==> src/rtl/sim_run_ctrl.sv <==
// Run controller for the multicycle MIPS core: holds the core in reset, meters the
// run in checkpoint periods and stops it on budget expiry, halt address or PC stall.
module sim_run_ctrl #(
    parameter int unsigned RST_CYCLES  = 3,
    parameter int unsigned CKPT_PERIOD = 8,
    parameter int unsigned CKPT_COUNT  = 6,
    parameter logic [31:0] HALT_ADDR   = 32'hFFFF_FFFC,
    parameter int unsigned STALL_LIMIT = 16,
    parameter int unsigned CW          = 32
) (
    input  logic          clk,
    input  logic          reset,
    input  logic          start,
    input  logic [31:0]   pc,
    input  logic          instr_done,
    output logic          cpu_reset,
    output logic          running,
    output logic          checkpoint,
    output logic          done,
    output logic          halted,
    output logic          timeout,
    output logic [CW-1:0] cycle_cnt,
    output logic [CW-1:0] instr_cnt
);

    localparam int unsigned RW = $clog2(RST_CYCLES + 1);
    localparam int unsigned PW = $clog2(CKPT_PERIOD + 1);
    localparam int unsigned KW = $clog2(CKPT_COUNT + 2);
    localparam int unsigned SW = $clog2(STALL_LIMIT + 2);

    localparam logic [RW-1:0] R_LAST = RW'(RST_CYCLES - 1);
    localparam logic [PW-1:0] P_LAST = PW'(CKPT_PERIOD - 1);
    localparam logic [KW-1:0] K_LAST = KW'((CKPT_COUNT == 0) ? 0 : CKPT_COUNT - 1);
    localparam logic [SW-1:0] S_LAST = SW'((STALL_LIMIT == 0) ? 0 : STALL_LIMIT - 1);

    typedef enum logic [1:0] {
        S_IDLE,
        S_RST_HOLD,
        S_RUN,
        S_DONE
    } state_t;

    state_t          state, state_n;
    logic [RW-1:0]   rcnt, rcnt_n;
    logic [PW-1:0]   pcnt, pcnt_n;
    logic [KW-1:0]   kcnt, kcnt_n;
    logic [SW-1:0]   scnt, scnt_n;
    logic [31:0]     pc_q, pc_q_n;
    logic            cpu_reset_n, running_n, done_n, halted_n, timeout_n;
    logic [CW-1:0]   cycle_cnt_n, instr_cnt_n;

    logic            ckpt_last, pc_same, stall_c, halt_c, budget_c;

    assign checkpoint = running && ckpt_last;

    always_ff @(posedge clk or posedge reset) begin
        if (reset) begin
            state     <= S_IDLE;
            rcnt      <= '0;
            pcnt      <= '0;
            kcnt      <= '0;
            scnt      <= '0;
            pc_q      <= '0;
            cpu_reset <= 1'b1;
            running   <= 1'b0;
            done      <= 1'b0;
            halted    <= 1'b0;
            timeout   <= 1'b0;
            cycle_cnt <= '0;
            instr_cnt <= '0;
        end else begin
            state     <= state_n;
            rcnt      <= rcnt_n;
            pcnt      <= pcnt_n;
            kcnt      <= kcnt_n;
            scnt      <= scnt_n;
            pc_q      <= pc_q_n;
            cpu_reset <= cpu_reset_n;
            running   <= running_n;
            done      <= done_n;
            halted    <= halted_n;
            timeout   <= timeout_n;
            cycle_cnt <= cycle_cnt_n;
            instr_cnt <= instr_cnt_n;
        end
    end

    always_comb begin
        state_n     = state;
        rcnt_n      = rcnt;
        pcnt_n      = pcnt;
        kcnt_n      = kcnt;
        scnt_n      = scnt;
        pc_q_n      = pc_q;
        cpu_reset_n = cpu_reset;
        running_n   = running;
        done_n      = done;
        halted_n    = halted;
        timeout_n   = timeout;
        cycle_cnt_n = cycle_cnt;
        instr_cnt_n = instr_cnt;

        ckpt_last = (pcnt == P_LAST);
        pc_same   = (pc == pc_q);
        stall_c   = (STALL_LIMIT != 0) && pc_same && (scnt == S_LAST);
        halt_c    = (instr_done && (pc == HALT_ADDR)) || stall_c;
        budget_c  = (CKPT_COUNT != 0) && ckpt_last && (kcnt == K_LAST);

        case (state)
            S_IDLE, S_DONE: begin
                if (start) begin
                    state_n     = S_RST_HOLD;
                    rcnt_n      = '0;
                    cpu_reset_n = 1'b1;
                    done_n      = 1'b0;
                    halted_n    = 1'b0;
                    timeout_n   = 1'b0;
                    cycle_cnt_n = '0;
                    instr_cnt_n = '0;
                end
            end
            S_RST_HOLD: begin
                rcnt_n = rcnt + RW'(1);
                if (rcnt == R_LAST) begin
                    state_n     = S_RUN;
                    cpu_reset_n = 1'b0;
                    running_n   = 1'b1;
                    pcnt_n      = '0;
                    kcnt_n      = '0;
                    scnt_n      = '0;
                    pc_q_n      = pc;
                end
            end
            S_RUN: begin
                cycle_cnt_n = cycle_cnt + CW'(1);
                instr_cnt_n = instr_cnt + CW'(instr_done);
                if (ckpt_last) begin
                    pcnt_n = '0;
                    kcnt_n = kcnt + KW'(1);
                end else begin
                    pcnt_n = pcnt + PW'(1);
                end
                if (STALL_LIMIT != 0) begin
                    if (pc_same) begin
                        scnt_n = scnt + SW'(1);
                    end else begin
                        scnt_n = '0;
                        pc_q_n = pc;
                    end
                end
                // halt outranks a budget expiry landing on the same cycle
                if (halt_c || budget_c) begin
                    state_n   = S_DONE;
                    running_n = 1'b0;
                    done_n    = 1'b1;
                    halted_n  = halt_c;
                    timeout_n = !halt_c;
                end
            end
            default: state_n = S_IDLE;
        endcase
    end

endmodule

==> config.mk <==
export PLATFORM = sky130hd
export DESIGN_NAME = sim_run_ctrl
export DESIGN_NICKNAME = d
export VERILOG_FILES = /design/src/rtl/sim_run_ctrl.sv
export SDC_FILE = /design/constraint.sdc
export NUM_CORES = 1
export LEC_CHECK = 0
export ABC_AREA = 1
export CORE_ASPECT_RATIO = 0.9
export CORE_UTILIZATION = 25
export CTS_BUF_LIST = sky130_fd_sc_hd__clkbuf_8
export CTS_CLUSTER_SIZE = 8
export DETAILED_ROUTE_END_ITERATION = 7
export GPL_ROUTABILITY_DRIVEN = 0
export GPL_TIMING_DRIVEN = 0
export PLACE_DENSITY = 0.4
export SETUP_SLACK_MARGIN = 0.15
export SLEW_MARGIN = 10
export SYNTH_ARGS = -nofsm -noshare
export SYNTH_HDL_FRONTEND = slang
export SYNTH_SLANG_ARGS = --single-unit
==> constraint.sdc <==
create_clock -name clk -period 4.2 [get_ports clk]
set_input_delay 0.42 -clock clk [delete_from_list [all_inputs] [get_ports clk]]
set_output_delay 0.42 -clock clk [all_outputs]
set_load 0.005 [all_outputs]
==> flow_summary.toml <==
[power_and_ir_drop]
power.internal_uw = 2560
p_sw_share_pct = 42.5
switching_power_uw = 1890
vdd_drop_max_mv = 0.216
p_per_area_mw_per_mm2 = 517
p_leak_uw = 0.00374
p_comb_share_pct = 40.2
p_clk_share_pct = 25.2
seq_power_share_pct = 34.6

[route]
drc = 0
drtIter0Drc = 320
first_pass_iters = 5
wirelength_um = 20900
vias = 6144
ant_nets = 0
wire_per_inst_um = 15.3
vias_per_cell = 4.52

[critical_path]
path_max_fanout = 10
crit_required_ps = 4550
critPathMaxStageDelay_ps = 560
critPathArrivalTime_ps = 2700
r2r-start = "state[0]"
critPathLaunch = "state[0]"
critPathTopFamily = "buffers and inverters"
critPathLaunchType = "flip-flop"
ff2ff_path_depth = 8
end_kind = "flip-flop"
cp_common_cell = "inv_1"
slowest_stage = "clkbuf_1"
worstPathCellList = "inv_1, ha_1, nand2_1, nor2_1, inv_1, clkbuf_1, o21ai_0, a21oi_1"
worst-path-buf-inv = 3
cp.depth = 8
crit_type = "reg2reg"

[floorplanning]
die_area_mm2 = 0.0274
core_region_area_mm2 = 0.0261
initial_utilization_pct = 25.6
pin_count = 106
dieWidth_um = 174
num_rows = 56
die_h_um = 157

[global_route]
grt_usage_pct = 16.0
gr-total-overflow = 0
grt_start_max_net_pins = 62
antenna_found_initial = 0
grt_first_pass_wirelength_um = 33900
grt_pass1_vias = 6052

[synthesis]
yosysTopAreaCell = "dfrtp_1"
yosysWarnings = 0
netlist_top_cells_area = "dfrtp_1 (43%), nand2_1 (14%), inv_1 (5.1%)"
postSynth.asyncResetShare_pct = 100
synthFlopType = "dfrtp_1"
synth_edf_count = 0
synthesis.area_mm2 = 0.00668
syn_inst = 874
ys_ff_latch = 117
netlist.area_leader.share_pct = 43.4
synth.avg_cell_area_um2 = 7.65
yosysSeqAreaShare_pct = 43.8
syn_nets = 922
yosysUniqueCellTypes = 52

[clock_tree]
cts_buffer_depth = 2
cts-root-buf = "clkbuf_8"
ctsHoldBuffers = 0
cts.sinks = 117
postCtsResizedCells = 0
cts_tree = "built"
postCtsSetupBuffers = 0
h-tree-depth = 4
clk_latency_ps = 440
path_clk_slew_ps = 80
cts_made_buffers = 17

[timing]
fin_crit_ps = 2350
fin_crit_sh_pct = 56.0
setup_viol = 0
slew_violations = 0
setup_tns_ps = 0
finalHoldViolations = 0
max_freq_mhz = 425
max_slew_margin_pct = 49.3
grt_setup_unrepaired = "false"
holdWs_ps = 442
clock_skew_ps = 15.4
worstMarginPinSlew_ps = 761

[layout]
drive_above_1_share_pct = 8.00
syn_to_final_growth_pct = 28.9
nNetsFinal = 1047
final_cell_mix = "nand2_1 (258), dfrtp_1 (116), clkdlybuf4s50_1 (105), inv_1 (91), nor2_1 (85)"
antenna_cells = 0
final_common_cell = "nand2_1"

[place]
portBuffers = 105
hpwl_um = 15600

[flow_run]
cap_violations = 0

[hold_path]
hold_path_class = "in2async"

[run_status]
status = "complete, no violations"
==> per-stage QoR <==
stage / instances / util, % / worst slack [ps] / total power, uW / area, um^2
2_1_floorplan: 874 / - / 681 / 2700 / 6680
3_3_place_gp: 1327 / 31.3 / -1730 / 3370 / 8170
3_5_place_dp: 1328 / 31.4 / 1470 / 3380 / 8200
4_1_cts: 1360 / 33.0 / 1800 / 4530 / 8610
5_1_grt: 1360 / 33.0 / 1530 / 4830 / 8610
6_report: 1360 / 33.0 / 1850 / 4450 / 8610
==> final cells by class <==
type | count | area [um^2]
clock buffers | 20 | 275
clock inverters | 12 | 135
flip-flops and latches | 117 | 2930
multi-input cells | 640 | 3300
fillers | 2846 | 17500
well taps | 348 | 435
inverters | 99 | 379
repair buffers | 106 | 1080
plain buffers | 18 | 83.8
==> synthesized netlist by cell type, types with 2 or more instances <==
cell      instances
xor2_1           11
o31ai_1           7
nor3b_1           3
and3_1            2
xnor2_1          23
ha_1             12
clkbuf_1          7
nor3_1           28
o21a_1            5
dfrtp_1         116
nand4_1          28
nor2_2            3
nand2_1         258
a21oi_1          37
nor4_1            7
nor2_1           85
nor2_4            6
o21ai_0          42
inv_2             7
nand2_2           5
inv_1            90
nor3_4            2
a221oi_1          2
o21ai_1           3
nor3_2            3
nand3_1          42
nand3_4           2
buf_2             9
a211oi_1          4
a31oi_1           2
a22o_1            2
==> path summary, 6_finish.rpt <==
path	to	slack [ps]
min	pc_q[13]	440
min in group clk	rcnt[0]	490
max	instr_cnt[31]	1850
min reg2reg	rcnt[0]	490
max reg2reg	instr_cnt[31]	1850
max in group asynchronous	cpu_reset	2980
==> power groups by stage <==
stage | Clock, uW | Sequential [uW] | Combinational [uW]
final | 1120 | 1540 | 1790
after detailed placement | 0 | 1560 | 1820
after global placement | 0 | 1560 | 1810
after CTS | 1160 | 1540 | 1830
after global routing | 1210 | 1570 | 2040
after floorplan | 0 | 1520 | 1180
==> worst register-to-register path, cell delays in order, from the launching register on <==
cell and delay (ps):
dfrtp_1 400, inv_1 60, ha_1 330, nand2_1 130, nor2_1 90, inv_1 340
clkbuf_1 570, o21ai_0 190, a21oi_1 160
==> sequential cells by signal, indices dropped and copies added, names as in the netlist, 2 cells and up <==
register / cells
rcnt: 2
scnt: 5
state: 2
cycle_cnt: 32
kcnt: 3
pcnt: 4
pc_q: 32
instr_cnt: 32
==> per-layer routing <==
layer | global-route usage, % | vias to the layer above | part of all wire (%)
met5 | 0 | - | 0
met4 | 3.43 | 0 | 0.91
met3 | 3.29 | 12 | 3.6
met2 | 24.2 | 102 | 43
met1 | 23.2 | 2917 | 52
li1 | - | 3113 | -
==> cells by family after synthesis <==
logic type	count (synthesis)	share of synthesized area (%)
buffers and inverters	117	6.85
AO/OA/AOI/OAI	111	9.66
AND/OR/NAND/NOR	483	33.0
XOR/XNOR	34	4.46
flip-flops	117	43.8
adder cells (fa/ha/maj)	12	2.25
No activity file was read; power rests on OpenSTA's default activity.
